### src/rtl/pressure_alarm_if.sv
// ---------------------------------------------------------------------------
// pressure_alarm_if
// Bundles the sample/acknowledge inputs and the alarm status outputs of the
// pressure alarm controller.
//   sampleValid          qualifies pressureAbnormality for the current cycle
//   pressureAbnormality  detector flag, 1 = abnormal
//   alarmAck             operator acknowledge (level)
//   alarmActive          1 while an alarm is raised or acknowledged
//   alarmLed             blinking / steady alarm indicator
//   alarmState           NORMAL=00, SUSPECT=01, ALARM=10, ACKED=11
//   eventCount           saturating count of confirmed alarms
// master: the side that produces samples and acknowledges (system / bench)
// slave : the alarm controller itself
// ---------------------------------------------------------------------------
interface pressure_alarm_if #(
  parameter int EVT_W = 8
);
  logic             sampleValid;
  logic             pressureAbnormality;
  logic             alarmAck;
  logic             alarmActive;
  logic             alarmLed;
  logic [1:0]       alarmState;
  logic [EVT_W-1:0] eventCount;

  modport master (
    output sampleValid,
    output pressureAbnormality,
    output alarmAck,
    input  alarmActive,
    input  alarmLed,
    input  alarmState,
    input  eventCount
  );

  modport slave (
    input  sampleValid,
    input  pressureAbnormality,
    input  alarmAck,
    output alarmActive,
    output alarmLed,
    output alarmState,
    output eventCount
  );
endinterface

### src/rtl/pressure_alarm_controller.sv
// ---------------------------------------------------------------------------
// pressure_alarm_controller
// Filters the pressure detector's abnormality flag over consecutive valid
// samples, raises a latched alarm, blinks an alarm LED until the operator
// acknowledges, then waits for a run of normal samples before clearing.
// Confirmed alarm entries are counted in a saturating event counter.
// Ports:
//   clk   system clock, rising edge
//   rst   synchronous reset, active-high; clears state, counters, outputs
//   bus   pressure_alarm_if.slave (samples/ack in, status out)
// All outputs are registered: they reflect the decision made at the edge
// that sampled the cause.
// ---------------------------------------------------------------------------
module pressure_alarm_controller #(
  parameter int CONFIRM_CNT = 4,
  parameter int CLEAR_CNT   = 4,
  parameter int BLINK_DIV   = 8,
  parameter int EVT_W       = 8
) (
  input  logic            clk,
  input  logic            rst,
  pressure_alarm_if.slave bus
);

  localparam int MAX_CNT = (CONFIRM_CNT > CLEAR_CNT) ? CONFIRM_CNT : CLEAR_CNT;
  localparam int CNT_W   = $clog2(MAX_CNT) + 1;
  localparam int BLK_W   = $clog2(BLINK_DIV) + 1;

  localparam logic [CNT_W-1:0] CONF_LIMIT = CNT_W'(CONFIRM_CNT);
  localparam logic [CNT_W-1:0] CLR_LIMIT  = CNT_W'(CLEAR_CNT);
  localparam logic [BLK_W-1:0] BLK_LAST   = BLK_W'(BLINK_DIV - 1);

  typedef enum logic [1:0] {
    NORMAL  = 2'b00,
    SUSPECT = 2'b01,
    ALARM   = 2'b10,
    ACKED   = 2'b11
  } state_t;

  state_t           state,     stateNext;
  logic [CNT_W-1:0] confCnt,   confNext;
  logic [CNT_W-1:0] clrCnt,    clrNext;
  logic [BLK_W-1:0] blinkCnt,  blinkNext;
  logic [EVT_W-1:0] evtCnt,    evtNext;
  logic             ledQ,      ledNext;
  logic             activeQ,   activeNext;
  logic             enterAlarm;
  logic             abn;
  logic             nrm;

  // Event counter holds at all-ones instead of wrapping.
  function automatic logic [EVT_W-1:0] satIncEvt(input logic [EVT_W-1:0] v);
    return (&v) ? v : v + EVT_W'(1);
  endfunction

  // Filter counters never wrap, even if a limit were set at the width ceiling.
  function automatic logic [CNT_W-1:0] satIncCnt(input logic [CNT_W-1:0] v);
    return (&v) ? v : v + CNT_W'(1);
  endfunction

  assign abn = bus.sampleValid &  bus.pressureAbnormality;
  assign nrm = bus.sampleValid & ~bus.pressureAbnormality;

  always_comb begin
    stateNext  = state;
    confNext   = confCnt;
    clrNext    = clrCnt;
    blinkNext  = '0;
    evtNext    = evtCnt;
    ledNext    = 1'b0;
    activeNext = 1'b0;
    enterAlarm = 1'b0;

    case (state)
      NORMAL: begin
        if (abn) begin
          confNext = CNT_W'(1);
          if (CONF_LIMIT <= CNT_W'(1)) begin
            enterAlarm = 1'b1;
          end else begin
            stateNext = SUSPECT;
          end
        end
      end

      SUSPECT: begin
        // The confirming sample takes priority over any ack on the same edge;
        // ack is simply not looked at here.
        if (abn) begin
          confNext = satIncCnt(confCnt);
          if (confNext >= CONF_LIMIT) begin
            enterAlarm = 1'b1;
          end
        end else if (nrm) begin
          stateNext = NORMAL;
          confNext  = '0;
        end
      end

      ALARM: begin
        // Samples cannot clear a raised alarm; only the operator can.
        if (bus.alarmAck) begin
          stateNext = ACKED;
          clrNext   = '0;
        end
      end

      ACKED: begin
        // Any abnormal sample restarts the clear run but never re-raises.
        if (nrm) begin
          clrNext = satIncCnt(clrCnt);
          if (clrNext >= CLR_LIMIT) begin
            stateNext = NORMAL;
            confNext  = '0;
            clrNext   = '0;
          end
        end else if (abn) begin
          clrNext = '0;
        end
      end

      default: begin
        stateNext = NORMAL;
        confNext  = '0;
        clrNext   = '0;
      end
    endcase

    if (enterAlarm) begin
      stateNext = ALARM;
      confNext  = '0;
      evtNext   = satIncEvt(evtCnt);
    end

    // LED: starts lit on alarm entry, toggles every BLINK_DIV cycles while
    // the alarm stays unacknowledged, steady once acknowledged.
    if (enterAlarm) begin
      blinkNext = '0;
      ledNext   = 1'b1;
    end else if (state == ALARM && stateNext == ALARM) begin
      if (blinkCnt >= BLK_LAST) begin
        blinkNext = '0;
        ledNext   = ~ledQ;
      end else begin
        blinkNext = blinkCnt + BLK_W'(1);
        ledNext   = ledQ;
      end
    end else if (stateNext == ACKED) begin
      ledNext = 1'b1;
    end

    activeNext = (stateNext == ALARM) || (stateNext == ACKED);
  end

  always_ff @(posedge clk) begin
    if (rst) begin
      state    <= NORMAL;
      confCnt  <= '0;
      clrCnt   <= '0;
      blinkCnt <= '0;
      evtCnt   <= '0;
      ledQ     <= 1'b0;
      activeQ  <= 1'b0;
    end else begin
      state    <= stateNext;
      confCnt  <= confNext;
      clrCnt   <= clrNext;
      blinkCnt <= blinkNext;
      evtCnt   <= evtNext;
      ledQ     <= ledNext;
      activeQ  <= activeNext;
    end
  end

  assign bus.alarmState  = state;
  assign bus.alarmActive = activeQ;
  assign bus.alarmLed    = ledQ;
  assign bus.eventCount  = evtCnt;

endmodule
### src/flat_wrapper.sv
// flat-port wrapper written by rule: the top's interface ports become plain ports
module pressure_alarm_controller_flat 
#(
  parameter int CONFIRM_CNT = 4,
  parameter int CLEAR_CNT   = 4,
  parameter int BLINK_DIV   = 8,
  parameter int EVT_W       = 8
)
  (clk, rst, bus_sampleValid, bus_pressureAbnormality, bus_alarmAck, bus_alarmActive, bus_alarmLed, bus_alarmState, bus_eventCount);
  pressure_alarm_if #(.EVT_W(EVT_W)) bus_i ();
  input  logic clk;
  input  logic rst;
  input wire logic [$bits(bus_i.sampleValid)-1:0] bus_sampleValid;
  input wire logic [$bits(bus_i.pressureAbnormality)-1:0] bus_pressureAbnormality;
  input wire logic [$bits(bus_i.alarmAck)-1:0] bus_alarmAck;
  output wire logic [$bits(bus_i.alarmActive)-1:0] bus_alarmActive;
  output wire logic [$bits(bus_i.alarmLed)-1:0] bus_alarmLed;
  output wire logic [$bits(bus_i.alarmState)-1:0] bus_alarmState;
  output wire logic [$bits(bus_i.eventCount)-1:0] bus_eventCount;
  assign bus_i.sampleValid = bus_sampleValid;
  assign bus_i.pressureAbnormality = bus_pressureAbnormality;
  assign bus_i.alarmAck = bus_alarmAck;
  assign bus_alarmActive = bus_i.alarmActive;
  assign bus_alarmLed = bus_i.alarmLed;
  assign bus_alarmState = bus_i.alarmState;
  assign bus_eventCount = bus_i.eventCount;
  pressure_alarm_controller #(.CONFIRM_CNT(CONFIRM_CNT), .CLEAR_CNT(CLEAR_CNT), .BLINK_DIV(BLINK_DIV), .EVT_W(EVT_W)) u_core (.clk(clk), .rst(rst), .bus(bus_i));
endmodule
### config.mk
export PLATFORM = sky130hd
export DESIGN_NAME = pressure_alarm_controller_flat
export DESIGN_NICKNAME = d
export VERILOG_FILES = /design/src/rtl/pressure_alarm_if.sv /design/src/rtl/pressure_alarm_controller.sv /design/src/flat_wrapper.sv
export SDC_FILE = /design/constraint.sdc
export NUM_CORES = 1
export LEC_CHECK = 0
export CAP_MARGIN = 20
export CORE_MARGIN = 1
export CORE_UTILIZATION = 50
export DETAILED_ROUTE_END_ITERATION = 10
export GPL_TIMING_DRIVEN = 0
export PLACE_DENSITY = 0.86
export SLEW_MARGIN = 20
export SYNTH_ARGS = -nofsm -noshare
export SYNTH_HDL_FRONTEND = slang
export SYNTH_SLANG_ARGS = --single-unit
### constraint.sdc
create_clock -name clk -period 1.95 [get_ports clk]
set_input_delay 0.39 -clock clk [delete_from_list [all_inputs] [get_ports clk]]
set_output_delay 0.39 -clock clk [all_outputs]
set_load 0.005 [all_outputs]
# Word-level counts from Yosys, hierarchy flattened
# Index checks and enable logic that the tools add are counted.
dict set report word_totals {
  register_bits 22
}
dict set report classes {
  add_sub_neg 4
  bitwise 6
  n_mux 28
  order_cmp 3
  n_eq_ne 12
  reduce_logical 13
}
# operator n
set op_table {}
lappend op_table {{$mux W3} 11}
lappend op_table {{$mux W2} 7}
lappend op_table {{$pmux W3 S3} 1}
lappend op_table {{$reduce_and A3 Y1} 3}
lappend op_table {{$add A8 B1 Y8 const B} 1}
lappend op_table {{$eq A2 B2 Y1 const B} 4}
lappend op_table {{$pmux W2 S4} 1}
lappend op_table {{$reduce_and A8 Y1} 1}
lappend op_table {{$mux W1} 7}
lappend op_table {{$add A3 B1 Y3 const B} 2}
lappend op_table {{$ge A3 B3 Y1 const B} 2}
lappend op_table {{$ne A2 B1 Y1 const B} 3}
lappend op_table {{$ne A3 B1 Y1 const B} 2}
lappend op_table {{$pmux W3 S2} 1}
lappend op_table {{$reduce_and A5 Y1} 1}
lappend op_table {{$add A4 B1 Y4 const B} 1}
lappend op_table {{$ge A4 B3 Y1 const B} 1}
lappend op_table {{$not A1 Y1} 4}
lappend op_table {{$reduce_or A4 Y1} 1}
lappend op_table {{$ne A3 B2 Y1 const B} 1}
lappend op_table {{$reduce_bool A3 Y1} 1}
lappend op_table {{$and A1 B1 Y1} 2}
lappend op_table {{$eq A2 B1 Y1 const B} 1}
lappend op_table {{$logic_not A2 Y1} 1}
lappend op_table {{other kinds (6)} 6}

# Depth between registers and ports, before layout
# Gate-level depths: netlist of run 1.
dict set report depth {
  ltp_word 11
  mapped_depth 5
}

# Worst setup path after synthesis of run 1
# OpenSTA, ideal clock, no wires.
dict set report synth_path {
  kind {flip-flop to flip-flop}
  from {reg u_core.state[0] (netlist: u_core.bus.alarmState[0])}
  to {reg u_core.evtCnt[5] (netlist: u_core.bus.eventCount[5])}
  stages_incl_launch_ff 6
  required_time_ps 1879
  synth_period_minus_slack_ps 1562
  arrival_time_ps 1492
  setup_ps 71
  setup_slack_ps 388
  path_cell_list {dfxtp_1 -> buf_2 -> nand4b_4 -> or3_1 -> or3_1 -> a21oi_1}
}
dict set report synth_via {
  elab_chain_cells 3
}
# item line
set synth_lines {}
lappend synth_lines {{from (decl)} pressure_alarm_controller.sv:40} ;# state_t state, stateNext;
lappend synth_lines {{from (signal assigned)} pressure_alarm_controller.sv:165} ;# state <= stateNext;
lappend synth_lines {{$eq A2 B1 Y1} pressure_alarm_controller.sv:74} ;# case (state)
lappend synth_lines {{$mux W1} pressure_alarm_controller.sv:74}
lappend synth_lines {{$reduce_and A2 Y1 (no line)} n/a}
lappend synth_lines {{to (signal assigned)} pressure_alarm_controller.sv:169} ;# evtCnt <= evtNext;
lappend synth_lines {{to (decl)} pressure_alarm_controller.sv:44} ;# logic [EVT_W-1:0] evtCnt, evtNext;
# No other way between the ends.
# A chain may end at the register's enable or synchronous reset.

# Worst setup path after layout of run 1
# Ends and elaborated chain as after synthesis.

==> impl_metrics.py, run 1 <==
metrics = {
    "route": {
        "drt_iter0_markers": 15,
        "vias": 960,
        "antenna_violating_nets_post_route": 0,
        "wirelength_met1_um": 1010,
        "met3WireLength_um": 80,
        "route.met2.wl_um": 1010,
        "routed.top_layer": "met4",
        "drc": 0,
        "dr.pass1.iters": 4,
        "wl_per_cell_um": 13.0,
        "routed_via_density": 5.82,
        "drt_wl_total_um": 2140,
    },
    "synth": {
        "ys_seq_area_share_pct": 41.9,
        "avgSynthCellArea_um2": 8.91,
        "post-synth-top-count-cell": "dfxtp_1",
        "syn_area_um2": 1050,
        "ys_types": 37,
        "ys_warn_count": 0,
        "synth_edf_count": 0,
        "yosysTopAreaCellShare_pct": 41.9,
        "netlist_instances": 118,
        "synthFlopType": "dfxtp_1",
        "synth_nets": 127,
        "synth_async_sr_flop_share_pct": 0,
        "synth.largest_area_cell": "dfxtp_1",
        "synthTopCellsByArea": "dfxtp_1 (42%), a21oi_1 (4.8%), ha_1 (4.8%)",
        "synth_seq_cells": 22,
        "synth_common_cells": "dfxtp_1 (22), a21oi_1 (10), nand2_1 (10)",
    },
    "power_and_ir_drop": {
        "p_per_area_nw_per_um2": 661,
        "total_power_mw": 0.861,
        "power.static_leakage_nw": 0.488,
        "ir_worst_vdd_mv": 0.565,
    },
    "global_routing": {
        "grt_usage_pct": 22.8,
        "grt_max_degree": 14,
        "grt-ovfl-total": 0,
        "antenna_found_initial": 0,
        "grt_pass1_vias": 861,
        "grt_pass1_wl_um": 3670,
    },
    "cells_and_area": {
        "diodes": 0,
        "design_area_um2": 1300,
        "final_nets": 148,
        "area_growth_pct": 23.9,
        "layout.cells.non_filler": 165,
        "regArea_um2": 440,
        "finish.utilization_pct": 66.4,
        "nFillCells": 189,
        "multi_input_comb_area_um2": 591,
        "drive_above_1_share_pct": 6.52,
    },
    "die": {
        "die_area_um2": 2290,
        "ios": 17,
        "fp-row-count": 16,
        "start_util_pct": 53.6,
        "core_area_um2": 1960,
        "die_w_um": 47.8,
        "die_y_um": 47.8,
    },
    "place": {
        "port_buffers": 16,
        "dp_slack_ns": -0.347,
        "place_congestion": 0.824,
        "place_area_um2": 1240,
        "dp_hpwl_um": 1590,
        "dp.cells": 161,
    },
    "timing": {
        "hold_viol_final": 0,
        "slew_violations": 0,
        "max_freq_mhz": 583,
        "setup_slack_ns": 0.235,
        "finClkSkew_ns": 0.0162,
        "fin_crit_sh_pct": 88.0,
        "tightestPinTransition_ns": 0.540,
        "finalSetupViolations": 0,
        "rsz0062_at_grt": "false",
        "slew_headroom_pct": 63.0,
        "post-route-min-period_ns": 1.72,
    },
    "clocking": {
        "clk_path_buf_depth": 2,
        "cts_max_level": 1,
        "post_cts_buffers": 0,
        "clk_pin_slew_ns": 0.14,
        "cts_tree": "done",
        "cts.sinks": 22,
        "clockRootBuffer": "clkbuf_4",
        "clock_latency_ns": 0.33,
        "cts_buffers": 3,
    },
    "min_path": {
        "hold_path_startpoint": "u_core.blinkCnt[0]",
        "hp-class": "flop to flop",
    },
    "status": {
        "status": "finished, final reports clean",
    },
    "setup_path": {
        "cp.required_ns": 2.20,
        "reg2reg_from": "u_core.bus.alarmState[0]",
        "cp.arrival_ns": 1.97,
        "startpoint": "u_core.bus.alarmState[0]",
        "end_kind": "flop",
        "worst-path-max-fanout": 9,
        "worstSetupStartpointType": "flop",
        "critPathKind": "flop to flop",
    },
    "run": {
        "cap_violations": 0,
    },
}
[placed cells by master (no fill, tap or decap), types with 3 or more instances in the layout]
cell type / netlist / layout
clkbuf_4: 0 / 3
dfxtp_1: 22 / 22
or3_1: 3 / 3
nor2_1: 9 / 9
clkdlybuf4s50_1: 0 / 14
nor2b_1: 3 / 3
nand4_1: 4 / 4
ha_1: 4 / 4
nand2_1: 10 / 10
nor3_1: 5 / 5
a21oi_1: 10 / 10
o21ai_0: 7 / 6
nand3_1: 4 / 4
and4_1: 3 / 3
[power by group]
group | leakage (nW) | internal, mW | switching [mW]
combinational | 0.282 | 0.0220 | 0.0263
clock | 0.0279 | 0.208 | 0.149
sequential | 0.178 | 0.453 | 0.00211
[worst max-delay path, cell delays in order, from the launching register on]
cell and delay [ns]:
dfxtp_1 0.35, buf_2 0.21, nand4b_4 0.17, or3_1 0.41, or3_1 0.35, a21oi_1 0.14
[path summary, 6_finish.rpt]
| path | to | slack [ns] | cells after the start |
|---|---|---|---|
| worst max-delay path | u_core.bus.eventCount[5] | 0.23 | 5 |
| worst min-delay path | u_core.blinkCnt[0] | 0.45 | 1 |
| worst max register to register | u_core.bus.eventCount[5] | 0.23 | 5 |
| worst min register to register | u_core.blinkCnt[0] | 0.45 | 1 |
[flip-flops by register name, summed over array words and instances (netlist names)]
name	flops
u_core.clrCnt	3
u_core.bus.alarmState	2
u_core.blinkCnt	4
u_core.bus.alarmActive	1
u_core.bus.eventCount	8
u_core.confCnt	3
u_core.bus.alarmLed	1
[cells by family after synthesis]
logic type                 Yosys count  share of synthesized area, %
adders and majority gates            4                          4.76
and+or+nand+nor                     52                          29.0
buffers and inverters                5                          1.90
AOI/OAI and AO/OA                   31                          18.7
muxes                                2                          2.02
DFF                                 22                          41.9
xor gates and xnor gates             2                          1.67
[layer usage]
layer,GRT usage [%],up-vias
met5,0,-
met4,10.0,0
met3,3.40,5
met2,37.8,23
met1,29.3,448
li1,-,484
[layout make-up]
| type | count | area share (%) |
|---|---|---|
| Clock inverter | 1 | 2.31 |
| Clock buffer | 3 | 1.73 |
| Multi-Input combinational cell | 91 | 45.3 |
| Buffer | 3 | 0.961 |
| Timing Repair Buffer | 16 | 12.7 |
| Inverter | 2 | 0.576 |
| Sequential cell | 22 | 33.8 |
| Tap cell | 27 | 2.59 |
[timing repair]
action	in CTS	in global routing
endpoints found under the setup margin	1	2
resized for setup	1	2
hold buffers	0	0
[metrics by stage]
| stage | TNS [ns] | hold WS [ns] |
|---|---|---|
| after global placement | -1.85 | 0.423 |
| after detailed placement | -2.31 | 0.434 |
| final | 0 | 0.451 |
| after floorplan | 0 | 0.413 |
| after global routing | 0 | 0.485 |
| after CTS | 0 | 0.454 |
Note: power is estimated with default switching activity, not from simulation.
==> run 2: changes to the inputs <==
--- a/config.mk
+++ b/config.mk
@@ -5,6 +5,7 @@
 export SDC_FILE = /design/constraint.sdc
 export NUM_CORES = 1
 export LEC_CHECK = 0
+export ABC_CLOCK_PERIOD_IN_PS = 1950
 export CAP_MARGIN = 20
 export CORE_MARGIN = 1
 export CORE_UTILIZATION = 50
==> results of run 2 <==
Same layout as run 1: the final DEF is identical, and so are final timing and power.
==> run 3: changes to the inputs <==
--- a/config.mk
+++ b/config.mk
@@ -5,13 +5,13 @@
 export SDC_FILE = /design/constraint.sdc
 export NUM_CORES = 1
 export LEC_CHECK = 0
-export ABC_CLOCK_PERIOD_IN_PS = 1950
+export ABC_CLOCK_PERIOD_IN_PS = 1500
 export CAP_MARGIN = 20
 export CORE_MARGIN = 1
-export CORE_UTILIZATION = 50
+export CORE_UTILIZATION = 46
 export DETAILED_ROUTE_END_ITERATION = 10
 export GPL_TIMING_DRIVEN = 0
-export PLACE_DENSITY = 0.86
+export PLACE_DENSITY_LB_ADDON = 0.25
 export SLEW_MARGIN = 20
 export SYNTH_ARGS = -nofsm -noshare
 export SYNTH_HDL_FRONTEND = slang
==> constraint.sdc (replaced) <==
create_clock -name clk -period 1.5 [get_ports clk]
set_input_delay 0.3 -clock clk [delete_from_list [all_inputs] [get_ports clk]]
set_output_delay 0.3 -clock clk [all_outputs]
set_load 0.005 [all_outputs]
==> run 3 against run 2 <==
Compared with the run above:
- the run now ends with setup timing left
- cell count increased by 12%
- power grew 16%
- die area increased by 8.3%
- non-clock buffer count increased by 20
- combinational power grew 68%
- sequential power rose by 28%
- highest routed layer unchanged
- via count up 12%
- critical path depth is the same
- sequential share of layout area down 3.7 points
==> impl_metrics.py, run 3 (same netlist as run 1, synthesis figures left out) <==
metrics = {
    "global_routing": {
        "grt_max_degree": 13,
        "grt-ovfl-total": 0,
        "antenna_found_initial": 0,
        "grt_pass1_vias": 1047,
        "grt_usage_pct": 25.1,
        "grt_pass1_wl_um": 4720,
    },
    "setup_path": {
        "ff2ff_path_depth": 5,
        "cp.required_ns": 1.76,
        "worst-path-max-fanout": 5,
        "reg2reg_from": "u_core.bus.alarmState[0]",
        "cp.arrival_ns": 1.77,
        "end_kind": "flop",
        "worstSetupStartpointType": "flop",
        "ff2ff_setup_slack_ns": -0.02,
        "critPathKind": "flop to flop",
        "worstReg2RegEnd": "u_core.bus.eventCount[6]",
    },
    "route": {
        "met3WireLength_um": 102,
        "wl_per_cell_um": 14.7,
        "drt_wl_total_um": 2720,
        "antenna_violating_nets_post_route": 0,
        "dr.pass1.iters": 4,
        "wirelength_met1_um": 1230,
        "drc": 0,
        "route.met2.wl_um": 1330,
        "routed_via_density": 5.79,
        "drt_iter0_markers": 16,
        "vias": 1071,
        "routed.top_layer": "met4",
    },
    "timing": {
        "rsz0062_at_grt": "true",
        "hold_slack_ns": 0.454,
        "finalSetupViolations": 1,
        "max_freq_mhz": 659,
        "tightestPinTransition_ns": 0.531,
        "slew_headroom_pct": 64.6,
        "hold_viol_final": 0,
        "setup-tns-final_ns": -0.0182,
        "post-route-min-period_ns": 1.52,
        "fin_crit_sh_pct": 101,
        "setup_slack_ns": -0.0182,
        "slew_violations": 0,
        "finClkSkew_ns": 0.00488,
    },
    "clocking": {
        "clk_path_buf_depth": 2,
        "cts_tree": "done",
        "cts_max_level": 1,
        "clk_pin_slew_ns": 0.12,
        "clock_latency_ns": 0.32,
        "clockRootBuffer": "clkbuf_4",
        "cts_buffers": 3,
        "cts.sinks": 22,
    },
    "place": {
        "place_congestion": 0.796,
        "dp_hpwl_um": 1660,
        "port_buffers": 16,
        "dp.cells": 161,
        "place_area_um2": 1250,
    },
    "cells_and_area": {
        "area_growth_pct": 48.6,
        "largest_register_ff_count": 8,
        "layout.cells.non_filler": 185,
        "final_nets": 168,
        "drive_above_1_share_pct": 35.4,
        "nFillCells": 153,
        "regArea_um2": 470,
        "layout_common_cells": "buf_4 (20), nand2_1 (9), a21oi_1 (9), dfxtp_2 (9)",
        "multi_input_comb_area_um2": 673,
        "diodes": 0,
        "design_area_um2": 1560,
        "mostFrequentLayoutCell": "buf_4",
    },
    "power_and_ir_drop": {
        "p_per_area_nw_per_um2": 640,
        "ir_worst_vdd_mv": 0.695,
        "power.static_leakage_nw": 0.724,
    },
    "min_path": {
        "whs_path_depth": 1,
        "hold_path_startpoint": "u_core.blinkCnt[0]",
        "holdPathEnd": "u_core.blinkCnt[0]",
        "hp-class": "flop to flop",
    },
    "die": {
        "die_y_um": 49.8,
        "die_area_um2": 2480,
        "ios": 17,
        "fp-row-count": 16,
        "core_area_um2": 2060,
        "start_util_pct": 51.0,
        "die_w_um": 49.8,
    },
    "status": {
        "status": "complete, but fails checks",
        "violations": "setup timing",
    },
    "run": {
        "cap_violations": 0,
    },
}
-- run 3: cell count changes in the layout (fill, tap and decap cells not counted), moves of 2 or more --
cell	delta
dfxtp_2	+9
buf_4	+20
dfxtp_4	+5
dlygate4sd2_1	+6
ha_1	-2
clkdlybuf4s50_1	-11
dlymetal6s2s_1	+5
dfxtp_1	-14
-- run 3: final cells by class --
type / instances / share of cell area (%)
Tap cell: 27 / 2.16
Multi-Input combinational cell: 91 / 43.1
Inverter: 2 / 0.481
Timing Repair Buffer: 36 / 20.5
Buffer: 3 / 1.28
Clock buffer: 4 / 2.32
Sequential cell: 22 / 30.1
-- run 3: per-stage QoR --
stage / power [mW] / setup slack [ns] / util [%]
floorplan: 0.640 / -0.00361 / -
global placement: 0.669 / -0.619 / 60.9
detailed placement: 0.670 / -0.655 / 60.9
CTS: 1.01 / 0.00267 / 72.0
global route: 1.05 / -0.0805 / 75.7
finish: 1.00 / -0.0182 / 75.7
-- run 3: critical path, stage by stage, from the launching register on --
cell and delay, ns:
dfxtp_2 0.35, buf_6 0.11, and4b_2 0.26, o21ai_4 0.08, or4_4 0.51, a21oi_2 0.14
-- run 3: worst max-delay path by stage --
| stage | from | end | slack, ns | cells after the start |
|---|---|---|---|---|
| global route | u_core.bus.alarmState[0] | u_core.bus.eventCount[6] | -0.08 | 5 |
| global placement | bus_sampleValid | u_core.blinkCnt[3] | -0.62 | 5 |
| finish | u_core.bus.alarmState[0] | u_core.bus.eventCount[6] | -0.02 | 5 |
| detailed placement | bus_sampleValid | u_core.blinkCnt[3] | -0.66 | 5 |
| floorplan | u_core.bus.eventCount[0] | u_core.bus.eventCount[2] | -0.004 | 5 |
| CTS | u_core.bus.alarmState[1] | bus_alarmState[1] | 0.003 | 1 |
-- run 3: routing by layer --
metal	up-vias	track usage (%)
li1	528	-
met5	-	0
met3	8	7.41
met1	513	29.2
met4	0	11.0
met2	22	42.3
-- run 3: timing repair --
| action | CTS | global route |
|---|---|---|
| buffers inserted | 15 | 5 |
| endpoints found under the setup margin | 25 | 19 |
| resized for setup | 35 | 18 |
| hold buffers | 0 | 0 |
| pin swaps | 2 | 7 |
-- run 3: power by group --
group | internal (mW) | switching (mW) | leakage (nW)
Sequential | 0.580 | 0.00365 | 0.186
Combinational | 0.0408 | 0.0406 | 0.517
Clock | 0.149 | 0.186 | 0.0210
